--- src/rtl/vec_mem_sched_pkg.sv ---
// Shared types and defaults for the vector/display memory-port scheduler.
package vec_mem_sched_pkg;

  localparam int DEF_N_LANES = 3;
  localparam int DEF_ADDR_W  = 19;
  localparam int DEF_DATA_W  = 18;

  typedef enum logic [1:0] {IDLE, ISSUE, DRAIN} state_e;

  // Owner of the access presented in the previous cycle; lane index is carried separately.
  typedef enum logic [1:0] {TAG_NONE, TAG_DISP, TAG_LANE} tag_e;

  function automatic int lane_w(input int n);
    return (n > 1) ? $clog2(n) : 1;
  endfunction

endpackage

--- src/rtl/vec_mem_starve_ctr.sv ---
// Counts consecutive display grants during a vector operation and forces one vector slot at the limit.
module vec_mem_starve_ctr #(
  parameter int MAX_STALL = 8
) (
  input  logic clk_i,
  input  logic rst_i,
  input  logic issue_i,
  input  logic grant_i,
  output logic force_o
);

  localparam int CNT_W = (MAX_STALL > 0) ? $clog2(MAX_STALL + 1) : 1;
  localparam logic [CNT_W-1:0] LIMIT = CNT_W'(MAX_STALL);

  logic [CNT_W-1:0] cnt_q, cnt_d;

  always_comb begin
    cnt_d = '0;
    if (issue_i && grant_i) begin
      cnt_d = (cnt_q == LIMIT) ? cnt_q : cnt_q + 1'b1;
    end
  end

  always_ff @(posedge clk_i) begin
    if (rst_i) cnt_q <= '0;
    else       cnt_q <= cnt_d;
  end

  assign force_o = (MAX_STALL != 0) && issue_i && (cnt_q == LIMIT);

endmodule

--- src/rtl/vec_mem_scheduler.sv ---
// Shares one image-memory port between a multi-lane vector load/store requester and the display reader.
module vec_mem_scheduler
  import vec_mem_sched_pkg::*;
#(
  parameter int N_LANES   = DEF_N_LANES,
  parameter int ADDR_W    = DEF_ADDR_W,
  parameter int DATA_W    = DEF_DATA_W,
  parameter int MAX_STALL = 8
) (
  input  logic                        CLK,
  input  logic                        RST,
  input  logic                        vec_req,
  input  logic                        vec_we,
  input  logic [N_LANES*ADDR_W-1:0]   vec_addr,
  input  logic [N_LANES*DATA_W-1:0]   vec_wdata,
  output logic                        vec_ready,
  output logic                        vec_done,
  output logic [N_LANES*DATA_W-1:0]   ReadDataVec,
  input  logic                        disp_req,
  input  logic [ADDR_W-1:0]           disp_addr,
  output logic                        disp_grant,
  output logic                        disp_valid,
  output logic [DATA_W-1:0]           disp_data,
  output logic [ADDR_W-1:0]           mem_addr,
  output logic                        mem_we,
  output logic [DATA_W-1:0]           mem_wdata,
  input  logic [DATA_W-1:0]           mem_rdata
);

  localparam int LANE_W = lane_w(N_LANES);
  localparam logic [LANE_W-1:0] LAST = LANE_W'(N_LANES - 1);

  state_e            state_q, state_d;
  tag_e              tag_q, tag_d;
  logic [LANE_W-1:0] lane_q, lane_d, tag_idx_q, tag_idx_d;
  logic              done_q, done_d, we_q, disp_valid_q;
  logic [DATA_W-1:0] disp_data_q;
  logic [ADDR_W-1:0] addr_q  [N_LANES];
  logic [DATA_W-1:0] wdata_q [N_LANES];
  logic [DATA_W-1:0] rdv_q   [N_LANES];
  logic              force_slot, in_issue, slot, accept;

  assign in_issue   = (state_q == ISSUE);
  assign accept     = (state_q == IDLE) && vec_req;
  assign disp_grant = disp_req && !force_slot;
  assign slot       = in_issue && !disp_grant;

  vec_mem_starve_ctr #(.MAX_STALL(MAX_STALL)) u_starve (
    .clk_i   (CLK),
    .rst_i   (RST),
    .issue_i (in_issue),
    .grant_i (disp_grant),
    .force_o (force_slot)
  );

  always_comb begin
    state_d   = state_q;
    lane_d    = lane_q;
    done_d    = 1'b0;
    tag_d     = TAG_NONE;
    tag_idx_d = '0;
    case (state_q)
      IDLE: begin
        if (vec_req) begin
          state_d = ISSUE;
          lane_d  = '0;
        end
      end
      ISSUE: begin
        if (slot) begin
          if (lane_q == LAST) begin
            lane_d  = '0;
            state_d = we_q ? IDLE : DRAIN;
            done_d  = we_q;
          end else begin
            lane_d = lane_q + 1'b1;
          end
        end
      end
      DRAIN: begin
        state_d = IDLE;
        done_d  = 1'b1;
      end
      default: state_d = IDLE;
    endcase
    // Stores never return data, so their slots leave the tag empty.
    if (disp_grant) begin
      tag_d = TAG_DISP;
    end else if (slot && !we_q) begin
      tag_d     = TAG_LANE;
      tag_idx_d = lane_q;
    end
  end

  always_comb begin
    mem_addr  = '0;
    mem_we    = 1'b0;
    mem_wdata = '0;
    if (disp_grant) begin
      mem_addr = disp_addr;
    end else if (slot) begin
      mem_addr = addr_q[lane_q];
      if (we_q) begin
        mem_we    = 1'b1;
        mem_wdata = wdata_q[lane_q];
      end
    end
  end

  always_ff @(posedge CLK) begin
    if (RST) begin
      state_q      <= IDLE;
      lane_q       <= '0;
      tag_q        <= TAG_NONE;
      tag_idx_q    <= '0;
      done_q       <= 1'b0;
      we_q         <= 1'b0;
      disp_valid_q <= 1'b0;
      disp_data_q  <= '0;
      for (int i = 0; i < N_LANES; i++) rdv_q[i] <= '0;
    end else begin
      state_q      <= state_d;
      lane_q       <= lane_d;
      tag_q        <= tag_d;
      tag_idx_q    <= tag_idx_d;
      done_q       <= done_d;
      disp_valid_q <= (tag_q == TAG_DISP);
      if (accept)              we_q                <= vec_we;
      if (tag_q == TAG_DISP)   disp_data_q         <= mem_rdata;
      if (tag_q == TAG_LANE)   rdv_q[tag_idx_q]    <= mem_rdata;
    end
  end

  always_ff @(posedge CLK) begin
    if (accept) begin
      for (int i = 0; i < N_LANES; i++) begin
        addr_q[i]  <= vec_addr[i*ADDR_W +: ADDR_W];
        wdata_q[i] <= vec_wdata[i*DATA_W +: DATA_W];
      end
    end
  end

  for (genvar g = 0; g < N_LANES; g++) begin : g_rdv
    assign ReadDataVec[g*DATA_W +: DATA_W] = rdv_q[g];
  end

  assign vec_ready  = (state_q == IDLE);
  assign vec_done   = done_q;
  assign disp_valid = disp_valid_q;
  assign disp_data  = disp_data_q;

endmodule

--- config.mk ---
export PLATFORM = sky130hd
export DESIGN_NAME = vec_mem_scheduler
export DESIGN_NICKNAME = d
export VERILOG_FILES = /design/src/rtl/vec_mem_sched_pkg.sv /design/src/rtl/vec_mem_starve_ctr.sv /design/src/rtl/vec_mem_scheduler.sv
export SDC_FILE = /design/constraint.sdc
export NUM_CORES = 1
export LEC_CHECK = 0
export ABC_AREA = 1
export BUFFER_PORTS_ARGS = -buffer_cell sky130_fd_sc_hd__buf_2
export CAP_MARGIN = 0
export CORE_ASPECT_RATIO = 1.4
export CORE_MARGIN = 8
export CORE_UTILIZATION = 40
export CTS_CLUSTER_SIZE = 14
export DETAILED_ROUTE_END_ITERATION = 10
export PLACE_DENSITY = 0.75
export SLEW_MARGIN = 20
export SYNTH_ARGS = -nofsm -noshare
export SYNTH_HDL_FRONTEND = slang
export SYNTH_SLANG_ARGS = --single-unit
--- constraint.sdc ---
create_clock -name CLK -period 4.42 [get_ports CLK]
set_input_delay 0.221 -clock CLK [delete_from_list [all_inputs] [get_ports CLK]]
set_output_delay 0.221 -clock CLK [all_outputs]
set_load 0.05 [all_outputs]
==> summary by stage, run 1 <==
Die
The area of the die is 0.02382 mm². Once the floorplan was initialized, standard cells occupied 40.18% of the core. The core footprint is 0.01899 mm².

The chip width is 132.7 µm. The die is 179.4 µm tall. The floorplan has 60 rows. The I/O pin count is 267.

Finish
The sequential cell area in the final layout is 0.005655 mm². For this run, the share of the core covered by cells in the final layout is 57.27%. Counting the fill cells in the layout gives 1510. The library cell used most frequently in the layout, excluding fill and tap cells, is sky130_fd_sc_hd__buf_2. The area growth from synthesis to final layout is 42.52%. The total area of multi-input combinational cells is 0.001677 mm².

The net count of the finished layout is 1155. In the layout the commonest cells are 266 x sky130_fd_sc_hd__buf_2, 165 x sky130_fd_sc_hd__edfxtp_1, 130 x sky130_fd_sc_hd__nand2_1, 111 x sky130_fd_sc_hd__dlygate4sd3_1, 82 x sky130_fd_sc_hd__nor2_1. The layout cell share with drive strength beyond 1 is 30.69%.

Yosys
The post-synthesis sequential element count is 200. The distinct cell type count after synthesis is 24. Synthesis handed over a netlist of 626 instances. The adder-cell share of the synthesized area is 0.8197%.

The number of nets handed over by synthesis was 784. The top-area cell type share of the netlist area is 64.92%. Summing the areas of all compound-gate instances in the mapped netlist gives 7.590% of the synthesized area. The register area share after synthesis is 74.10%.

The number of synthesis warnings is 0. Summed over all instances, the cell type with the most area after synthesis is sky130_fd_sc_hd__edfxtp_1. The post-synthesis xor/xnor area fraction is 0.2295%. Dividing the synthesized area by the synthesized cell count gives 12.19 µm². Summing the areas of all and, or, nand and nor instances in the mapped netlist gives 13.33% of the synthesized area. The proportion of synthesized area in mux cells is 0%. Sorting the synthesized cells by area gives the leading types as sky130_fd_sc_hd__edfxtp_1 65%, sky130_fd_sc_hd__dfxtp_1 9.2%, sky130_fd_sc_hd__nand2_1 6.4%, sky130_fd_sc_hd__nor2_1 4.0%, sky130_fd_sc_hd__a21oi_1 3.1%.

By area, the combinational part of the netlist is dominated by simple AND/OR/NAND/NOR gates. The post-synthesis cell area is 0.007632 mm².

Timing
Between clock sinks in the finished design, the worst skew comes to 0.01301 ns. The achievable clock frequency is 330.8 MHz. The accumulated negative setup slack is 0 ns. Setup repair after global routing left no endpoint under its margin.

Of the available clock period, the critical path in the final layout requires 68.39%. The max-slew violation total from the final report is 0. The final number of hold-violating endpoints was 0. For the pin with the worst max-slew slack, the measured transition is 0.9586 ns. The final-report setup violation count is 0.

The worst slew margin relative to its limit is 35.70%. The worst path needs 3.023 ns of the cycle, external delays included.

Clock tree
The H-tree was split into 4 levels. The source-to-sink clock delay at the later pin of the worst-skew pair is 0.43 ns. The root cell of the clock tree is sky130_fd_sc_hd__clkbuf_16. The number of clock buffers added by TritonCTS is 17. The clock transition time at the flip-flop clock pins of the worst setup and hold paths is 0.07 ns.

The TritonCTS clock tree is done. The number of clock sinks is 200. Post-CTS timing repair inserted 0 buffers for setup. The clock passes through at most 2 buffers.

Power
In this run the power spent charging and discharging nets is 1599 µW. The internal cell power is 3547 µW. The reported leakage power is 0.004835 µW.

Net switching is 31.08% of the power. Sequential cells burn 47.9% of the power. Power spread over the standard cell area amounts to 473.1 mW/mm². The peak ir drop on the vdd network is 0.0002743 V. Per report_power, the combinational group accounts for 21.2% of the total. The clock network fraction of total power is 30.9%.

Setup path
The endpoint identified for the worst register-to-register timing path is rdv_q[1][5]. STA classifies the critical path startpoint as a flip-flop. The number of cell instances on the worst register-to-register path is 3. The slack of the worst reg-to-reg path is 2.20 ns.

For the worst setup path, the data arrival time is 2.80 ns. Along the worst path, the maximum fanout reaches 55. The kind of critical path is flip-flop to output pin. The required time at the worst-slack endpoint is 4.20 ns.

STA classifies the critical path endpoint as an output pin. The launch instance of the worst register-to-register path is tag_q[0].

Run
The max capacitance violation total is 0.

Drt
The detailed router's first-iteration violation count is 385. The final antenna-violating net count is 0. In the routed design, unresolved DRC markers number 0. The average vias per placed instance is 4.842.

The iteration count of the initial detailed-routing pass is 5. For this block, the via count after detailed routing is 6110. Dividing the detail-routed wire length by the instance count gives 18.36 µm. Summed over all layers, the routed wires come to 23180 µm.

GRT
The total overflow reported by the global router is 0. The number of antenna violations at the first check in global routing is 8. The via count of the first global-routing pass is 6469. The global-route usage over all layers is 19.23%.

Entering global routing, the biggest net connects 73 pins. The first-pass GRT wire length is 35740 µm.

Placed design
At the end of routability-driven placement, the weighted congestion stood at 0.8033. The count of port buffers added during placement is 266. The wire-length estimate of the detail-placed layout is 14960 µm.

Hold path
Counting instances, the worst hold path has a depth of 2. The launch point of the worst hold path is RST. The path class of the tightest hold or removal check is input pin to flip-flop.

The capture endpoint of the worst hold path is state_q[1].

Outcome
The run finished with clean final reports.
[timing repair]
item | CTS | global route
hold buffers | 111 | 0
hold endpoints to repair | 111 | 0
resized for setup | 0 | 0
[cells in the mapped netlist, drive strengths merged]
cell      n
o21ai    37
ha        5
nor2     82
edfxtp  165
buf      17
xor2      2
nor3      3
dfxtp    35
o211ai   19
clkinv    1
nand3    29
nand2   131
inv      38
nand4     3
a21oi    48
clkbuf   11
[per-layer routing]
layer / global-route usage [%] / share of wire (%) / wire [µm] / vias up
met1: 20.78 / 38 / 8736 / 2881
met2: 33.08 / 52 / 11990 / 259
met3: 6.613 / 7.4 / 1716 / 51
met5: 0 / 0.18 / 41 / -
met4: 8.979 / 3.0 / 697 / 8
li1: - / - / - / 2911
[layout make-up]
cell class / count / area share (%)
well taps: 248 / 2.853
diodes: 4 / 0.09202
repair buffers: 380 / 22.66
inverters: 39 / 1.369
clock inverters: 15 / 1.714
multi-input cells: 359 / 15.41
flip-flops and latches: 200 / 51.99
clock buffers: 17 / 3.911
[logic make-up (layout without fill, tap and decap cells)]
| logic type | count (synthesis) | in the layout |
|---|---|---|
| and+or+nand+nor | 248 | 248 |
| DFF | 200 | 200 |
| AOI/OAI and AO/OA | 104 | 104 |
| buffers and inverters | 67 | 451 |
| adders and majority gates | 5 | 5 |
| xor gates and xnor gates | 2 | 2 |
| other | 0 | 4 |
[power groups by stage]
stage | registers (µW) | clock network, µW | logic (µW)
floorplan | 2630 | 0 | 592
global route | 2490 | 1680 | 1200
finish | 2460 | 1590 | 1090
global placement | 2490 | 0 | 992
detailed placement | 2500 | 0 | 1000
CTS | 2460 | 1630 | 1080
[how the worst max path moves through the flow]
stage / to / slack (ns) / cells after the start
after floorplan: addr_q[0][0] / 0.75 / 4
final: mem_wdata[1] / 1.40 / 5
after global placement: mem_wdata[17] / 1.92 / 5
after CTS: mem_wdata[17] / 1.42 / 5
after detailed placement: mem_wdata[17] / 1.89 / 5
after global routing: mem_wdata[1] / 1.15 / 5
[critical path, stage by stage (launching register included)]
cell and delay, ns:
sky130_fd_sc_hd__dfxtp_1 0.87, sky130_fd_sc_hd__inv_2 0.62, sky130_fd_sc_hd__nand3_1 0.27, sky130_fd_sc_hd__o21ai_0 0.13, sky130_fd_sc_hd__nor2_1 0.18, sky130_fd_sc_hd__buf_2 0.30
[flip-flops by register name (all words and copies together) (netlist names), named ones only]
register / count
state_q: 2
wdata_q: 54
we_q: 1
lane_q: 2
disp_valid: 1
tag_q: 2
addr_q: 57
vec_done: 1
tag_idx_q: 2
disp_data: 18
rdv_q: 54
u_starve.cnt_q: 4
[stage by stage]
step	total power [µW]	instance area, µm²	hold WS [ns]	cells	worst slack, ns
after CTS	5170	10870	0.05133	1258	1.416
final	5147	10880	0.08323	1262	1.397
after floorplan	3219	7632	0.3199	626	0.7459
after global routing	5372	10880	0.08155	1262	1.150
after global placement	3485	9145	0.3985	1115	1.924
after detailed placement	3499	9145	0.3992	1115	1.895
Note: power is estimated with default switching activity, not from simulation.
==> run 2, diff against run 1 <==
Settings changed: ABC_AREA 1 to 0.
Clock period 4.42 ns to 3.15 ns, I/O delays scaled along.
==> run 2 against run 1 <==
Against the previous run:
- clock power grew 39%
- core utilization grew 0.77 points
- register-to-register slack lost 1.0 ns
- largest cell class unchanged
- wire length shrank 8.4%
- cell count shrank 5.7%
- setup slack lost 0.98 ns
- global-route usage shrank 2.0 points
- total power grew 34%
- final area grew 4.7%
- clock skew shrank 0.0023 ns
==> summary by stage, run 2 <==
Yosys
The post-synthesis sequential element count is 200 (unchanged). The top-area cell type share of the netlist area is 62.78% (-2.1 points). The combinational family with the most area after synthesis is simple AND/OR/NAND/NOR gates.

The number of nets in the synthesized netlist is 686 (-13%). The cell taking the most area after synthesis is sky130_fd_sc_hd__edfxtp_1. The number of enable flip-flop cells after synthesis came to 165 (unchanged).

The most used flip-flop cell after synthesis is sky130_fd_sc_hd__edfxtp_1. The post-synthesis xor/xnor area fraction is 0.2219% (-0.0076 points). Sorting the synthesized cells by how often they occur yields 165 x sky130_fd_sc_hd__edfxtp_1, 55 x sky130_fd_sc_hd__nand2_1, 40 x sky130_fd_sc_hd__and2_1.

The mean instance size in the synthesized netlist is 14.95 µm² (+23%). The distinct cell type count after synthesis came to 40 (+67%). The basic-gate share of the synthesized area counting and, or, nand and nor cells came to 10.59% (-2.7 points). After synthesis, the cell types taking the most area are sky130_fd_sc_hd__edfxtp_1 63%, sky130_fd_sc_hd__dfxtp_1 8.9%, sky130_fd_sc_hd__mux2i_1 4.9%, sky130_fd_sc_hd__and2_1 3.2%, sky130_fd_sc_hd__mux2_2 2.9%.

The most numerous cell in the Yosys netlist is sky130_fd_sc_hd__edfxtp_1. The adder-cell share of the synthesized area is 0.7926% (-0.027 points). The async set-reset flop share out of synthesis was 0% (unchanged). The register area share after synthesis came to 71.66% (-2.4 points). The number of synthesis warnings was 0 (unchanged). The proportion of synthesized area in mux cells is 7.800% (+7.8 points). The cell count after synthesis is 528 (-16%). The post-synthesis compound-gate area fraction is 6.579% (-1.0 points). The post-synthesis cell area came to 0.007893 mm² (+3.4%).

Drt
The final routed DRC violation total was 0 (unchanged). The average vias per placed instance was 4.841 (about the same). The routed wire length was 21220 µm (-8.4%). The detailed router's first-iteration violation count came to 393 (+2.1%). The iteration count of the initial detailed-routing pass is 4 (-1). The via total after detailed routing is 5761 (-5.7%).

The routed wire length per instance is 17.83 µm (-2.9%). The final antenna-violating net count is 0 (unchanged).

Clock tree
The source-to-sink clock delay at the later pin of the worst-skew pair is 0.43 ns (about the same). The buffer levels on the longest clock path is 2 (unchanged). TritonCTS built the clock tree. The CTS H-tree depth is 4 (unchanged). The CTS buffer count was 17 (unchanged).

The root cell of the clock tree is sky130_fd_sc_hd__clkbuf_16. The clock transition time at the flip-flop clock pins of the worst setup and hold paths came to 0.07 ns (about the same). The number of clock sinks is 200 (unchanged).

Die
The floorplan row count is 61 (+1.7%). The core footprint came to 0.01962 mm² (+3.3%). The chip width is 134.7 µm (+1.5%). The height of the chip is 182.2 µm (+1.5%).

The area of the die was 0.02455 mm² (+3.0%). The I/O pin count is 267 (unchanged). The starting utilization of the core area is 40.24% (+0.053 points).

Timing
The accumulated negative setup slack is 0 ns (unchanged). The worst slew margin relative to its limit is 47.05% (+11 points). The transition time at the pin with the least slew margin was 0.7942 ns (-0.1644 ns).

The final worst clock skew is 0.01069 ns (-0.002322 ns). The final-layout worst hold slack is 0.01711 ns (-0.06612 ns). The final number of hold-violating endpoints is 0 (unchanged). Based on the critical path, the design can be clocked at up to 366.5 MHz.

The final-report setup violation count was 0 (unchanged). After layout, the minimum clock period comes to 2.729 ns. The final clock period utilization by the worst path is 86.62%. Setup repair after global routing left no endpoint under its margin.

The max-slew violation total from the final report was 0 (unchanged).

Finish
The area growth from synthesis to final layout is 44.25%. The largest registers in the layout are addr_q (57), rdv_q (54), wdata_q (54). The flip-flop count of the largest register after layout is 57 (unchanged). The layout cell share with drive strength beyond 1 came to 37.03% (+6.3 points). More flip-flops sit in one register than any other, and that register is addr_q. The number of nets in the layout was 1082 (-6.3%). The most common cell after layout, fill and taps aside is sky130_fd_sc_hd__buf_2.

The top cell types in the final layout, fill and taps aside, are 266 x sky130_fd_sc_hd__buf_2, 165 x sky130_fd_sc_hd__edfxtp_1, 128 x sky130_fd_sc_hd__dlygate4sd3_1, 55 x sky130_fd_sc_hd__nand2_1. The post-layout utilization of the core was 58.04% (+0.77 points).

Setup path
The startpoint identified for the worst register-to-register timing path is tag_q[0]. The number of cell instances on the worst register-to-register path is 4 (+1). The worst setup path is captured at an output pin. The worst setup path is launched from a flip-flop. The setup path with the least slack is of type flip-flop to output pin. The endpoint of the lowest-slack register-to-register path is rdv_q[0][5].

The arrival time of the worst setup path is 2.57 ns (-0.23 ns). The critical-path maximum fanout is 12 (-78%). The required time at the worst-slack endpoint was 2.99 ns (-1.21 ns). The slack of the worst reg-to-reg path is 1.18 ns (-1.02 ns).

Placed design
The count of port buffers added during placement came to 266 (unchanged). The placer congestion estimate is 0.7760 (-3.4%). The detailed placement HPWL is 13830 µm (-7.6%).

Power
The peak ir drop on the vdd network is 0.0003167 V (+15%). The reported leakage power is 0.004684 µW (-3.1%). The power per unit of standard cell area is 607.9 mW/mm² (+28%).

The total power after layout came to 6920 µW (+34%).

Hold path
The tightest min-delay check is of the input pin to flip-flop type. The capture endpoint of the worst hold path is disp_data[0]. The worst hold path begins at mem_rdata[0]. The count of cells along the worst hold path came to 3 (+1).

Outcome
The run finished with clean final reports.

Run
The max capacitance violation total was 0 (unchanged).

GRT
The first-pass GRT wire length is 32820 µm (-8.2%). The number of antenna violations at the first check in global routing is 1 (-7). The via count of the first global-routing pass is 6162 (-4.7%). The maximum number of pins on one net before global-route repair was 49 (-33%). The total overflow reported by the global router is 0 (unchanged). The global-route usage over all layers is 17.18% (-2.0 points).
## run 2: worst max path at each step
stage                      startpoint           end  slack [ns]  cells past startpoint
global placement    u_starve.cnt_q[0]   mem_addr[9]        0.96                      7
global route        u_starve.cnt_q[0]  mem_addr[11]        0.25                      7
finish              u_starve.cnt_q[0]  mem_addr[11]        0.42                      7
detailed placement  u_starve.cnt_q[0]  mem_addr[10]        0.89                      7
floorplan                  state_q[0]          we_q        0.25                      5
CTS                 u_starve.cnt_q[0]  mem_addr[10]        0.41                      7
## run 2: routing by layer
metal,track usage (%),wire [µm],vias up
met5,0,0,-
met4,6.129,359,0
met3,6.467,2262,25
met2,29.46,10670,305
met1,18.95,7933,2709
li1,-,-,2722
## run 2: area by class of cell
type	instances	area (µm²)
antenna	1	2.502
clock buffer	17	425.4
clock inverter	15	176.4
fill	1468	8230
inverter	9	33.78
multi-input combinational	291	2053
sequential	200	5658
tap	252	315.3
timing repair buffer	405	2720
## run 2: kinds of logic after synthesis
kind of cell	Yosys count
flops	200
fa+ha+maj	5
mux	59
simple gates	157
xor+xnor	2
compound gates	68
buf+inv	37
## run 2: repair_timing
action                    CTS  global route
gates resized for setup     0             0
buffers inserted            0             0
hold buffers              128             0
hold endpoints to repair  128             0
## run 2: report_power, final
part	leakage [µW]	switching (µW)	internal, µW
combinational	0.00249	880	483
clock	0.000291	1070	1140
sequential	0.00191	108	3240
total	0.00468	2060	4860
## run 2: stage by stage
step,worst slack [ns],area [µm²],instances
final,0.4213,11380,1190
after global routing,0.2504,11380,1190
after CTS,0.4085,11380,1189
after floorplan,0.2539,7894,528
after global placement,0.9600,9499,1029
after detailed placement,0.8914,9499,1029
## run 2: critical path, cell delays in order, from the launching register on
cell and delay, ns:
sky130_fd_sc_hd__dfxtp_1 0.38, sky130_fd_sc_hd__inv_1 0.06, sky130_fd_sc_hd__ha_1 0.23, sky130_fd_sc_hd__and3b_2 0.24, sky130_fd_sc_hd__a21oi_2 0.49, sky130_fd_sc_hd__buf_4 0.30
sky130_fd_sc_hd__a22o_1 0.18, sky130_fd_sc_hd__buf_2 0.27
==> run 3, diff against run 2 <==
Settings changed: CELL_PAD_IN_SITES_DETAIL_PLACEMENT set to 0, CELL_PAD_IN_SITES_GLOBAL_PLACEMENT set to 1, PLACE_DENSITY 0.75 to 0.89.
==> run 3 against run 2 <==
Against the previous run:
- core utilization is 0.17 points lower
- flip-flop and latch count stayed put
- via count is 1.1% higher
- wire length is 5.6% higher
- first-iteration DRC count is 14% higher
- final area is 0.29% lower
- hold slack worse by 0.0028 ns
- non-clock buffer count is 3 lower
- sequential share of layout area is 0.14 points higher
- highest routed layer unchanged
==> summary by stage, run 3 (synthesis results as in run 2) <==
GRT
The global-route usage over all layers is 18.08% (+0.90 points). The total overflow reported by the global router came to 0 (unchanged). The maximum number of pins on one net before global-route repair is 54 (+10%). The number of antenna violations at the first check in global routing is 1 (unchanged). The via count of the first global-routing pass came to 6165 (+0.049%). The first-pass GRT wire length came to 34230 µm (+4.3%).

Die
The area of the die is 0.02455 mm² (unchanged). The core footprint is 0.01962 mm² (unchanged). The I/O pin count is 267 (unchanged).

The height of the chip is 182.2 µm (unchanged). The starting utilization of the core area is 40.24% (unchanged). The floorplan row count is 61 (unchanged). The chip width was 134.7 µm (unchanged).

Timing
The clock period minus worst slack is 2.552 ns (-0.1765 ns). The final worst-path setup slack is 0.5979 ns (+0.1765 ns). The final number of hold-violating endpoints was 0 (unchanged). The final-report setup violation count was 0 (unchanged). The final worst clock skew was 0.008646 ns (-0.002044 ns). The final clock period utilization by the worst path came to 81.02% (-5.6 points). The accumulated negative setup slack is 0 ns (unchanged). The worst slew margin relative to its limit came to 47.04% (about the same). The transition time at the pin with the least slew margin is 0.7944 ns (+0.0002243 ns). The max-slew violation total from the final report was 0 (unchanged). The achievable clock frequency is 391.8 MHz (+6.9%). Setup repair after global routing left no endpoint under its margin.

Power
The reported leakage power is 0.004677 µW (-0.15%). The power share of the combinational group was 19.6% (about the same). The internal cell power was 4861 µW (about the same).

The power per unit of standard cell area was 610.7 mW/mm² (+0.47%). The switching power share of the total is 29.89% (+0.15 points). The net switching power figure is 2072 µW (+0.70%).

The peak ir drop on the vdd network was 0.0003707 V (+17%). The clock network fraction of total power is 31.9% (about the same). The total power after layout is 6933 µW (+0.19%). The sequential power share is 48.5% (about the same).

Outcome
The flow ran to the end, and the final reports show no timing, DRC or antenna violations.

Clock tree
The clock transition time at the flip-flop clock pins of the worst setup and hold paths is 0.07 ns (about the same). The number of instances resized during post-cts repair is 0 (unchanged). The CTS H-tree depth was 4 (unchanged). TritonCTS built the clock tree. The buffer levels on the longest clock path is 2 (unchanged). The source-to-sink clock delay at the later pin of the worst-skew pair is 0.43 ns (about the same).

The number of clock sinks is 200 (unchanged). The buffers inserted during post-CTS setup optimization is 0 (unchanged). The CTS buffer count is 17 (unchanged). The root cell of the clock tree is sky130_fd_sc_hd__clkbuf_16.

Finish
The register with the most flip-flops is addr_q. The area growth from synthesis to final layout is 43.83%. The layout cell share with drive strength beyond 1 is 37.26% (+0.23 points). The largest registers in the layout are addr_q (57), rdv_q (54), wdata_q (54). The number of nets in the layout is 1079 (-0.28%).

The final design instance area without fill came to 0.01135 mm² (-0.29%). The flip-flop count of the largest register after layout is 57 (unchanged). Leaving out fill and tap cells, the most frequent cells in the layout are 266 x sky130_fd_sc_hd__buf_2, 165 x sky130_fd_sc_hd__edfxtp_1, 125 x sky130_fd_sc_hd__dlygate4sd3_1, 55 x sky130_fd_sc_hd__nand2_1. The post-layout utilization of the core is 57.87% (-0.17 points). The most common cell after layout, fill and taps aside is sky130_fd_sc_hd__buf_2.

Setup path
The startpoint kind of the worst setup timing path is a flip-flop. The required time at the worst-slack endpoint is 2.99 ns (about the same). The slack of the worst reg-to-reg path is 1.05 ns (-0.13 ns). The launch instance of the worst register-to-register path is tag_q[0]. The endpoint identified for the worst register-to-register timing path is rdv_q[0][3]. The arrival time of the worst setup path is 2.39 ns (-0.18 ns). The number of cell instances on the worst register-to-register path was 4 (unchanged). STA classifies the critical path endpoint as an output pin. The kind of critical path is flip-flop to output pin. The critical-path maximum fanout came to 18 (+6).

Hold path
In this run the most critical hold path is launched from mem_rdata[4]. The path category of the worst min-delay check is input pin to flip-flop. The capture endpoint of the worst hold path is disp_data[4]. The count of cells along the worst hold path is 3 (unchanged).

Placed design
The placer congestion estimate is 0.7768 (+0.10%). The detailed placement HPWL is 14360 µm (+3.9%). The area after detailed placement is 0.009499 mm² (unchanged).

The count of port buffers added during placement was 266 (unchanged). The worst setup slack before clock tree synthesis is 1.041 ns (+0.1493 ns).

Drt
The via total after detailed routing is 5826 (+1.1%). The routed wire length per instance is 18.88 µm (+5.9%). The final antenna-violating net count was 0 (unchanged). The met1 layer wirelength in the final routing is 8037 µm (+1.3%). The highest routing layer actually used is met4. The iteration count of the initial detailed-routing pass is 4 (unchanged).

The detailed router's first-iteration violation count was 448 (+14%). The detailed-routed wire length on met3 came to 2529 µm (+12%). The final routed DRC violation total is 0 (unchanged). The routed wire length is 22420 µm (+5.6%).

The wire length on met2 is 11200 µm (+5.0%). The average vias per placed instance is 4.908 (+1.4%).

Run
The max capacitance violation total is 0 (unchanged).
## run 3: changes by cell type in the layout (fill, tap and decap cells not counted), sizes merged
cell         previous run  this run
inv                    16        18
clkinv                  6         5
clkinvlp                1         0
dlygate4sd3           128       125
## run 3: worst max-delay path, stage by stage, from the launching register on
cell and delay (ns):
sky130_fd_sc_hd__dfxtp_1 0.37, sky130_fd_sc_hd__inv_1 0.06, sky130_fd_sc_hd__ha_1 0.23, sky130_fd_sc_hd__and3b_2 0.25, sky130_fd_sc_hd__a21oi_2 0.23, sky130_fd_sc_hd__buf_4 0.33, sky130_fd_sc_hd__a22o_1 0.22, sky130_fd_sc_hd__buf_2 0.27
## run 3: area by class of cell
cell class	instances	area [µm²]
inverter	9	33.78
clock inverter	15	173.9
sequential	200	5658
antenna	1	2.502
timing repair buffer	402	2690
fill	1492	8263
multi-input combinational	291	2053
clock buffer	17	425.4
tap	252	315.3
## run 3: metal layers
layer | vias to the layer above | GRT usage [%]
li1 | 2716 | -
met4 | 0 | 8.157
met1 | 2722 | 19.40
met3 | 38 | 6.357
met2 | 350 | 31.18
met5 | - | 0
## run 3: repair_timing
item,4_1_cts,5_1_grt
setup endpoints to repair,0,0
hold endpoints to repair,125,0
hold buffers,125,0
## run 3: power groups by stage
stage,sequential (µW),combinational (µW),clock (µW)
6_report,3360,1360,2210
5_1_grt,3390,1440,2370
4_1_cts,3360,1340,2240
3_5_place_dp,3420,1220,0
3_3_place_gp,3400,1200,0
2_1_floorplan,3540,716,0
## run 3: worst max-delay path by stage
stage,start,endpoint,slack (ns),cells after the start
after global placement,tag_q[0],rdv_q[0][2],1.05,4
after global routing,u_starve.cnt_q[0],mem_addr[18],0.44,7
after floorplan,state_q[0],we_q,0.25,5
after detailed placement,u_starve.cnt_q[0],mem_addr[11],1.04,7
after CTS,u_starve.cnt_q[0],mem_addr[11],0.57,7
final,u_starve.cnt_q[0],mem_addr[8],0.60,7
## run 3: stage by stage
stage	hold WS [ns]	instances
6_report	0.01431	1187
3_5_place_dp	0.3356	1029
4_1_cts	0.001499	1186
5_1_grt	0.003125	1187
3_3_place_gp	0.3344	1029
2_1_floorplan	0.2457	528
